**config.mk**
```make
export PLATFORM = sky130hd
export DESIGN_NAME = nurn_step_sched
export DESIGN_NICKNAME = d
export VERILOG_FILES = /design/src/rtl/nurn_step_sched.sv
export SDC_FILE = /design/constraint.sdc
export NUM_CORES = 1
export LEC_CHECK = 0
export ABC_AREA = 1
export CORE_ASPECT_RATIO = 0.5
export CORE_MARGIN = 8
export CORE_UTILIZATION = 45
export CTS_CLUSTER_SIZE = 25
export DETAILED_ROUTE_END_ITERATION = 10
export DONT_BUFFER_PORTS = 1
export HOLD_SLACK_MARGIN = 0.02
export SETUP_SLACK_MARGIN = 0.4
export SLEW_MARGIN = 10
export SYNTH_ARGS = -nofsm -noshare
export SYNTH_HDL_FRONTEND = slang
export SYNTH_SLANG_ARGS = --single-unit
export TNS_END_PERCENT = 20
```
**constraint.sdc**
```tcl
create_clock -name clk_i -period 11.3 [get_ports clk_i]
set_input_delay 2.26 -clock clk_i [delete_from_list [all_inputs] [get_ports clk_i]]
set_output_delay 2.26 -clock clk_i [all_outputs]
set_load 0.05 [all_outputs]
```
**src/rtl/nurn_step_sched.sv**
```systemverilog
// nurn_step_sched: time-step scheduler for one neuron core.
// Issues start pulses, times the window, buffers spikes to the router.
module nurn_step_sched #(
  parameter int AER_BIT_WIDTH      = 32,
  parameter int STEP_CYCLES        = 16,
  parameter int STEP_CNT_BIT_WIDTH = 5,
  parameter int FIFO_DEPTH         = 4,
  parameter int FIFO_PTR_BIT_WIDTH = 2,
  parameter int DROP_CNT_BIT_WIDTH = 8,
  parameter int TSTEP_BIT_WIDTH    = 16
) (
  input  logic                          clk_i,
  input  logic                          rst_n_i,
  input  logic                          tick_i,
  output logic                          start_o,
  input  logic                          outSpike_i,
  input  logic [AER_BIT_WIDTH-1:0]      SpikePacket_i,
  output logic                          pkt_valid_o,
  output logic [AER_BIT_WIDTH-1:0]      pkt_data_o,
  input  logic                          pkt_ready_i,
  output logic                          busy_o,
  output logic                          overrun_o,
  input  logic                          overrun_clr_i,
  output logic [DROP_CNT_BIT_WIDTH-1:0] drop_cnt_o,
  output logic [TSTEP_BIT_WIDTH-1:0]    tstep_o,
  output logic [FIFO_PTR_BIT_WIDTH:0]   fifo_cnt_o
);

  localparam int CW = STEP_CNT_BIT_WIDTH;
  localparam int PW = FIFO_PTR_BIT_WIDTH;

  localparam logic [CW-1:0] LAST_C  = CW'(STEP_CYCLES - 1);
  localparam logic [PW:0]   DEPTH_C = (PW + 1)'(FIFO_DEPTH);

  typedef enum logic [1:0] {
    S_IDLE  = 2'd0,
    S_START = 2'd1,
    S_RUN   = 2'd2
  } state_t;

  state_t                  r_state;
  state_t                  w_next;
  logic                    r_start;
  logic                    r_busy;
  logic [CW-1:0]           r_cnt;
  logic [TSTEP_BIT_WIDTH-1:0] r_tstep;
  logic                    r_ovr;
  logic [DROP_CNT_BIT_WIDTH-1:0] r_drop;

  logic [AER_BIT_WIDTH-1:0] r_mem [FIFO_DEPTH];
  logic [PW-1:0]           r_wp;
  logic [PW-1:0]           r_rp;
  logic [PW:0]             r_fcnt;

  logic                    w_ovr_set;
  logic                    w_push;
  logic                    w_pop;
  logic                    w_full;
  logic                    w_wr;
  logic                    w_drop;

  // next-state decode for the step sequencer
  always_comb begin
    w_next = r_state;
    unique case (r_state)
      S_IDLE:  if (tick_i) w_next = S_START;
      S_START: w_next = S_RUN;
      S_RUN:   if (r_cnt == LAST_C) w_next = S_IDLE;
      default: w_next = S_IDLE;
    endcase
  end

  // state plus registered start/busy outputs derived from next state
  always_ff @(posedge clk_i) begin
    if (!rst_n_i) begin
      r_state <= S_IDLE;
      r_start <= 1'b0;
      r_busy  <= 1'b0;
    end else begin
      r_state <= w_next;
      r_start <= (w_next == S_START);
      r_busy  <= (w_next != S_IDLE);
    end
  end

  // window counter: cleared in START, counts through RUN
  always_ff @(posedge clk_i) begin
    if (!rst_n_i) begin
      r_cnt <= '0;
    end else if (r_state == S_START) begin
      r_cnt <= '0;
    end else if (r_state == S_RUN) begin
      r_cnt <= r_cnt + 1'b1;
    end
  end

  // step counter advances as START is entered, so it reads new in START
  always_ff @(posedge clk_i) begin
    if (!rst_n_i) begin
      r_tstep <= '0;
    end else if (r_state == S_IDLE && tick_i) begin
      r_tstep <= r_tstep + 1'b1;
    end
  end

  assign w_ovr_set = tick_i && (r_state != S_IDLE);

  // sticky overrun flag, set beats clear
  always_ff @(posedge clk_i) begin
    if (!rst_n_i) begin
      r_ovr <= 1'b0;
    end else if (w_ovr_set) begin
      r_ovr <= 1'b1;
    end else if (overrun_clr_i) begin
      r_ovr <= 1'b0;
    end
  end

  assign w_push = (r_state == S_RUN) && outSpike_i;
  assign w_pop  = (r_fcnt != '0) && pkt_ready_i;
  assign w_full = (r_fcnt == DEPTH_C);
  assign w_wr   = w_push && (!w_full || w_pop);
  assign w_drop = w_push && w_full && !w_pop;

  // FIFO storage; cleared on reset so the head reads zero
  always_ff @(posedge clk_i) begin
    if (!rst_n_i) begin
      for (int i = 0; i < FIFO_DEPTH; i++) begin
        r_mem[i] <= '0;
      end
    end else if (w_wr) begin
      r_mem[r_wp] <= SpikePacket_i;
    end
  end

  // FIFO pointers and occupancy
  always_ff @(posedge clk_i) begin
    if (!rst_n_i) begin
      r_wp   <= '0;
      r_rp   <= '0;
      r_fcnt <= '0;
    end else begin
      if (w_wr)  r_wp <= r_wp + 1'b1;
      if (w_pop) r_rp <= r_rp + 1'b1;
      unique case ({w_wr, w_pop})
        2'b10:   r_fcnt <= r_fcnt + 1'b1;
        2'b01:   r_fcnt <= r_fcnt - 1'b1;
        default: r_fcnt <= r_fcnt;
      endcase
    end
  end

  // saturating count of spikes lost to a full FIFO
  always_ff @(posedge clk_i) begin
    if (!rst_n_i) begin
      r_drop <= '0;
    end else if (w_drop && (r_drop != '1)) begin
      r_drop <= r_drop + 1'b1;
    end
  end

  assign start_o     = r_start;
  assign busy_o      = r_busy;
  assign overrun_o   = r_ovr;
  assign tstep_o     = r_tstep;
  assign drop_cnt_o  = r_drop;
  assign fifo_cnt_o  = r_fcnt;
  assign pkt_valid_o = (r_fcnt != '0);
  assign pkt_data_o  = r_mem[r_rp];

endmodule

```
==> impl_metrics.yaml, run 1 <==
synthesis:
  avgSynthCellArea_um2: 9.654
  yosys_warnings: 0
  ys_seq_elements: 171
  netlist_top_cells_count: "nor2_1, edfxtp_1, o21ai_0"
  synth_area_leaders: "edfxtp_1, dfxtp_1, nor2_1, o21ai_0, nor2_4"
  seq_area_frac_synth: 0.6107
  netlist.area_leader.share: 0.4989
  synth-edff-count: 128
  synth_top_area_cell: "edfxtp_1"
  syn_inst: 798
  synth_nets: 842
  synth_cell_type_count: 35
  synthesis.area_um2: 7704
  synth-async-reset-ratio: 0
  synth_flop_cell: "edfxtp_1"
  yosysMostFrequentCell: "nor2_1"
sta:
  clock_skew_ps: 9.107
  report.final.slew_viol_count: 0
  setup_viol: 0
  hold-worst-slack_ps: 471.8
  tightest_slew_ps: 1223
  fin_tns_setup_ps: 0
  hold_viol_final: 0
  period_share: 0.4779
  rsz0062_at_grt: "no"
  post-route-min-period_ps: 5400
  max_freq_mhz: 185.2
  maxSlewHeadroom: 0.1964
setup_path:
  required_ps: 9040
  cp.arrival_ps: 3140
  critPathMaxFanout: 65
  critical_path_class: "register to output port"
  worstSetupStartpointType: "register"
  cp-end-kind: "output port"
clock_network:
  cts_hold_buf: 0
  clk_latency_ps: 430
  cts.path.max_buffers: 2
  htreeDepth: 4
  clockRootBuffer: "clkbuf_16"
  cts.sink_count: 171
  cts_tree: "built"
  ctsResizeCount: 0
  cts.clk_slew.worst_paths_ps: 70
  cts_setup_buffers: 0
  numCtsBuffers: 17
detailed_routing:
  ant_nets: 0
  wl_per_cell_um: 17.26
  drc: 0
  drt_first_pass_iters: 5
  vias: 5331
  drtIter0Drc: 348
  routed_wl_mm: 17.77
  vias_per_cell: 5.181
global_routing:
  grt_pass1_vias: 5428
  grt_overflow: 0
  grt_max_degree: 66
  grt_antenna_before_repair: 2
  grt_util_all_layers: 0.1676
  grtUsageMet1: 0.1947
  grt_pass1_wl_mm: 28.59
  met3_usage: 0.06416
  use_met2: 0.2845
  busiest_layer: "met2"
outcome:
  status: "completed"
layout:
  fill_cells: 1501
  final_nets: 834
  final_core_util: 0.5145
  drive_gt1_frac: 0.1322
  syn_to_final_growth_pct: 10.57
  antenna_cells: 0
  regArea_um2: 4706
  multiInputGateArea_um2: 2456
floorplanning:
  initial_core_util: 0.4653
  coreArea_um2: 16560
  rows: 33
  die_x_um: 201.0
  die_h_um: 108.5
  ioPinCount: 101
  dieArea_um2: 21820
power_and_ir_drop:
  leakagePower_uw: 0.003102
  peakVddDrop_mv: 0.1325
  power.density_nw_per_um2: 172.8
placement:
  portBuffers: 0
  dpl.hpwl_mm: 10.71
  place_congestion: 0.7936
hold_path:
  holdCritPathClass: "register to register"
job:
  maxCapViolCount: 0
layout make-up:
cell class	count	area share
Timing Repair Buffer	8	0.007051
Inverter	110	0.04877
Clock buffer	17	0.04994
Sequential cell	171	0.5524
Tap cell	227	0.03334
Multi-Input combinational cell	482	0.2883
Clock inverter	14	0.02012
final timing paths:
path,startpoint,end,slack (ps),depth (start not counted)
setup / recovery,register,pkt_data_o[10],5900,4
hold / removal,r_rp[1]$_SDFFE_PN0N_,register,470,2
setup reg to reg,fifo_cnt_o[1]$_SDFFE_PN0P_,r_mem[0][18]$_SDFFCE_PN0P_,7820,6
hold reg to reg,r_rp[1]$_SDFFE_PN0N_,register,470,2
report_power, final:
| group | leakage [µW] | internal [µW] | switching, µW |
|---|---|---|---|
| clock network | 0.000289 | 348 | 250 |
| registers | 0.00167 | 697 | 17.9 |
| logic | 0.00114 | 24.8 | 135 |
cell usage in the layout (no fill, tap or decap), types with 3 or more instances in the layout:
master     instances
dfxtp_1           42
a21oi_1           24
bufinv_16          3
clkinv_1           3
nand2_1           56
o21ai_0           85
nor3_1            12
buf_4              8
o22ai_1           32
nand4_1            4
ha_1               5
inv_2             29
inv_1             79
clkinv_4           5
nand3_1           12
nor2_4            28
xor2_1             3
clkbuf_16         17
nor2_1           203
edfxtp_1         128
metal layers:
layer  vias to the layer above  share of wire
met2                       128           0.48
met3                        26          0.077
met5                         -         0.0015
li1                       2617              -
met4                         4          0.015
met1                      2556           0.42
metrics by stage:
step / worst slack [ps] / cells / total power [µW] / cell area, µm²
after global placement: 6308 / 998 / 888.9 / 7921
after floorplan: 5865 / 798 / 862.0 / 7704
after global routing: 5674 / 1029 / 1523 / 8518
final: 5900 / 1029 / 1472 / 8518
after detailed placement: 6321 / 998 / 890.7 / 7921
after CTS: 5903 / 1029 / 1484 / 8518
cells by family (layout without fill, tap and decap cells):
group,after synthesis,in the layout,share of synthesized area
compound gates,149,149,0.1035
buf+inv,145,149,0.07552
xor+xnor,3,3,0.003411
flops,171,171,0.6107
fa+ha+maj,6,6,0.01072
simple gates,324,324,0.1962
critical path, cell delays in order, from the launching register on:
cell and delay, ps:
dfxtp_2 310, buf_4 310, inv_2 840, o21ai_0 200
o22ai_1 950
sequential cells by signal, summed over array words and instances, names as in the netlist, named ones only:
name and count:
r_mem 128, start_o 1, drop_cnt_o 8, overrun_o 1, r_wp 2, tstep_o 16
fifo_cnt_o 3, busy_o 1, r_rp 2, r_cnt 5, r_state 2
(Power assumes the default switching activity.)
==> run 2, diff against run 1 <==
- clock period: 11.3 -> 5.55 ns (I/O delays scaled with it)
==> run 2 against run 1 <==
Combinational power increased by 110%. Non-clock buffer count increased by 8. Wire length shrank 0.24%. Worst setup slack lost 4500 ps. Critical path depth unchanged. Final area barely moved. Register-to-register slack worse by 5700 ps. Global-route usage fell by 0.17 points. Die area stayed put. Critical endpoint is now pkt_data_o[7].
==> impl_metrics.yaml, run 2 (synthesized netlist as in run 1, its figures left out) <==
outcome:
  status: "completed"
setup_path:
  cp.arrival_ps: 2990
  slowest_delay_ps: 920
  r2r_slack_ps: 2140
  rr_endpoint: "r_mem[0][19]$_SDFFCE_PN0P_"
  critical_path_class: "register to output port"
  crit_path_cell_trace: "buf_4, inv_1, o21ai_0, o22ai_1"
  r2r_cells: 6
  worstSetupStartpointType: "register"
  required_ps: 4440
  critPathMaxFanout: 33
  reg2reg_from: "fifo_cnt_o[1]$_SDFFE_PN0P_"
  slowest_stage: "o22ai_1"
  endpoint: "pkt_data_o[7]"
  cp-end-kind: "output port"
power_and_ir_drop:
  p_comb_frac: 0.117
  peakVddDrop_mv: 0.2111
  swShare: 0.2881
  power.density_nw_per_um2: 339.4
  pwr-share-seq: 0.503
  power_switching_uw: 833.2
  leakagePower_uw: 0.003114
  clockPowerShare: 0.380
  p_int_uw: 2059
sta:
  rsz0062_at_grt: "no"
  post-route-min-period_ps: 4104
  tightest_slew_ps: 1147
  maxSlewHeadroom: 0.2327
  report.final.slew_viol_count: 0
  setup_viol: 0
  hold_viol_final: 0
  max_freq_mhz: 243.7
  clock_skew_ps: 9.761
  period_share: 0.7394
  fin_tns_setup_ps: 0
layout:
  syn_to_final_growth_pct: 10.64
  final_cell_mix: "nor2_1, edfxtp_1, o21ai_0"
  final_area_um2: 8523
  drive_gt1_frac: 0.1443
  final_common_cell: "nor2_1"
  fill_cells: 1507
  largest-register: "r_mem"
  multiInputGateArea_um2: 2456
  antenna_cells: 0
  final_nets: 842
  largest_register_ffs: 128
  instances_no_fill: 1038
  regArea_um2: 4706
clock_network:
  clk_latency_ps: 420
  cts_hold_buf: 0
  numCtsBuffers: 17
  cts.path.max_buffers: 2
  cts_tree: "built"
  clockRootBuffer: "clkbuf_16"
  cts.sink_count: 171
  ctsResizeCount: 0
  htreeDepth: 4
  cts.clk_slew.worst_paths_ps: 60
  cts_setup_buffers: 0
global_routing:
  grt_pass1_vias: 5565
  grt_util_all_layers: 0.1659
  grt_max_degree: 65
  grt_pass1_wl_mm: 28.45
  grt_antenna_before_repair: 1
  grt_overflow: 0
floorplanning:
  die_x_um: 201.0
  ioPinCount: 101
  coreArea_um2: 16560
  dieArea_um2: 21820
  initial_core_util: 0.4653
  die_h_um: 108.5
  rows: 33
detailed_routing:
  vias_per_cell: 5.130
  drt_first_pass_iters: 4
  ant_nets: 0
  drtIter0Drc: 304
  drc: 0
  routed_wl_mm: 17.72
  wl_per_cell_um: 17.07
  vias: 5325
job:
  maxCapViolCount: 0
hold_path:
  holdCritPathClass: "register to register"
placement:
  portBuffers: 0
  place_congestion: 0.8023
  dpl.hpwl_mm: 10.52
  dp.cells: 1006
  dpl-instance-area_um2: 7981
## run 2: cell type report
type,count,share of cell area
Sequential cell,171,0.5521
Multi-Input combinational cell,482,0.2882
Clock buffer,17,0.04991
Inverter,110,0.04874
Tap cell,227,0.03332
Timing Repair Buffer,16,0.01409
Clock inverter,15,0.01365
## run 2: how the worst min path moves through the flow
stage	startpoint	endpoint	slack (ps)	depth (start not counted)
finish	r_rp[1]$_SDFFE_PN0N_	register	470	2
global route	r_rp[1]$_SDFFE_PN0N_	r_rp[1]$_SDFFE_PN0N_	490	2
floorplan	r_rp[1]$_SDFFE_PN0N_	register	440	2
global placement	r_rp[0]$_SDFFE_PN0N_	r_rp[0]$_SDFFE_PN0N_	450	1
CTS	r_rp[1]$_SDFFE_PN0N_	register	470	2
detailed placement	r_rp[1]$_SDFFE_PN0N_	r_rp[1]$_SDFFE_PN0N_	460	2
## run 2: power groups by stage
stage	Clock, µW	Combinational, µW	Sequential (µW)
5_1_grt	1180	365	1460
6_report	1100	339	1460
3_3_place_gp	0	340	1480
4_1_cts	1120	345	1460
3_5_place_dp	0	344	1480
2_1_floorplan	0	275	1480
## run 2: through the flow
step	hold WS (ps)	utilization	power [µW]	setup WS, ps
after floorplan	436.2	-	1755	1265
after global placement	454.7	0.4821	1822	1734
after detailed placement	458.7	0.4821	1828	1728
after CTS	470.3	0.5148	2920	1423
after global routing	490.2	0.5148	3008	1227
final	472.3	0.5148	2892	1446
## run 2: worst max-delay path: cells and delay by family (launching register included)
family	cells	cell delay, ps
flops	1	300
buf+inv	2	1070
compound gates	2	1190
## run 2: metal layers
layer	GRT usage	up-vias	share of wire
met4	0.04334	2	0.0063
met1	0.1917	2545	0.43
met3	0.06177	13	0.083
met2	0.2917	122	0.48
met5	0	-	0.00073
li1	-	2643	-
==> run 3, diff against run 2 <==
- clock period: 5.55 -> 3.35 ns (I/O delays scaled with it)
==> run 3 against run 2 <==
Critical path depth stayed put. Wire length is 0.90% higher. Sequential power is 64% higher. Die area stayed put. Worst hold slack worse by 90 ps. Largest cell class unchanged.
==> impl_metrics.yaml, run 3 (synthesized netlist as in run 1, its figures left out) <==
floorplanning:
  dieArea_um2: 21820
  initial_core_util: 0.4653
  die_x_um: 201.0
  ioPinCount: 101
  die_h_um: 108.5
  rows: 33
  coreArea_um2: 16560
clock_network:
  cts.sink_count: 171
  cts_tree: "built"
  cts_hold_buf: 0
  clockRootBuffer: "clkbuf_16"
  cts_setup_buffers: 0
  cts.clk_slew.worst_paths_ps: 60
  ctsResizeCount: 0
  cts.path.max_buffers: 2
  clk_latency_ps: 420
  numCtsBuffers: 17
  htreeDepth: 4
setup_path:
  critical_path_depth: 4
  r2r_cells: 9
  slowest_stage: "buf_4"
  critical_path_class: "register to output port"
  required_ps: 2680
  slowest_delay_ps: 540
  crit_path_cell_trace: "buf_4, o21ai_0, o22ai_1, buf_4"
  path_common_cell: "buf_4"
  critPathMaxFanout: 64
  cp-end-kind: "output port"
  worstSetupStartpointType: "register"
  cp_top_family: "buffers and inverters"
  cp.arrival_ps: 2050
  critical_path_buf_inv_count: 2
layout:
  syn_to_final_growth_pct: 14.03
  multiInputGateArea_um2: 2456
  instances_no_fill: 1071
  largest-register: "r_mem"
  largest_register_ffs: 128
  drive_gt1_frac: 0.1765
  fill_cells: 1476
  final_nets: 875
  final_cell_mix: "nor2_1, edfxtp_1, o21ai_0"
  regArea_um2: 4706
  antenna_cells: 0
  final_common_cell: "nor2_1"
detailed_routing:
  drt_first_pass_iters: 4
  routed_wl_mm: 17.88
  drtIter0Drc: 318
  ant_nets: 0
  drc: 0
  vias: 5512
  wl_per_cell_um: 16.70
  vias_per_cell: 5.147
sta:
  max_freq_mhz: 367.3
  setup_viol: 0
  post-route-min-period_ps: 2722
  fin_tns_setup_ps: 0
  tightest_slew_ps: 684.7
  finalWorstSetupSlack_ps: 627.7
  maxSlewHeadroom: 0.5429
  report.final.slew_viol_count: 0
  hold_viol_final: 0
  clock_skew_ps: 6.740
  rsz0062_at_grt: "no"
  period_share: 0.8126
power_and_ir_drop:
  power.density_nw_per_um2: 555.2
  leakagePower_uw: 0.003279
  peakVddDrop_mv: 0.4075
global_routing:
  grt_antenna_before_repair: 1
  grt_util_all_layers: 0.1665
  grt_max_degree: 65
  grt_overflow: 0
  grt_pass1_vias: 5565
  grt_pass1_wl_mm: 28.66
placement:
  post-place-ws_ps: 889.7
  dpl.hpwl_mm: 11.15
  portBuffers: 0
  place_congestion: 0.7544
  dp.cells: 1039
outcome:
  status: "completed"
hold_path:
  holdCritPathClass: "primary input to register"
  holdPathStages: 2
job:
  maxCapViolCount: 0
==> run 3: path summary, 6_finish.rpt <==
check	startpoint	end	slack, ps
worst max register to register	fifo_cnt_o[2]$_SDFFE_PN0P_	fifo_cnt_o[2]$_SDFFE_PN0P_	850
worst max-delay path	register	pkt_data_o[12]	630
worst min-delay path	rst_n_i	tstep_o[14]$_SDFFE_PN0P_	380
worst min register to register	r_cnt[1]$_SDFFE_PP0N_	r_cnt[1]$_SDFFE_PP0N_	490
==> run 3: power breakdown <==
group	internal, µW	switching, µW	total, µW	leakage [µW]
Sequential	2350	50.7	2400	0.00167
Clock	966	860	1830	0.000260
Combinational	162	490	652	0.00135
==> run 3: area by class of cell <==
class | instances | share of cell area
Sequential cell | 171 | 0.5357
Inverter | 110 | 0.04729
Timing Repair Buffer | 49 | 0.04330
Clock buffer | 18 | 0.04885
Multi-Input combinational cell | 482 | 0.2796
Clock inverter | 14 | 0.01296
Tap cell | 227 | 0.03233
==> run 3: stage by stage <==
step	cell area, µm²	power (µW)	util	hold slack (ps)
final	8785	4878	0.5306	381.9
after floorplan	7709	2907	-	436.2
after global placement	8242	3100	0.4978	464.1
after CTS	8785	4927	0.5306	354.8
after detailed placement	8242	3106	0.4978	484.7
after global routing	8785	5068	0.5306	360.8
==> run 3: worst register-to-register path, stage by stage (launching register included) <==
cell and delay [ps]:
dfxtp_1 690, inv_1 170, a21oi_1 380, ha_1 220, inv_1 60, fa_1 380, a21oi_1 140, o21ai_0 110
o21ai_0 160, a21oi_1 80
==> run 3: metal layers <==
layer	GRT usage	share of wire	vias up
met5	0	0	-
met4	0.05013	0.011	0
met3	0.05998	0.072	20
met2	0.2838	0.48	132
met1	0.1983	0.44	2653
li1	-	-	2707
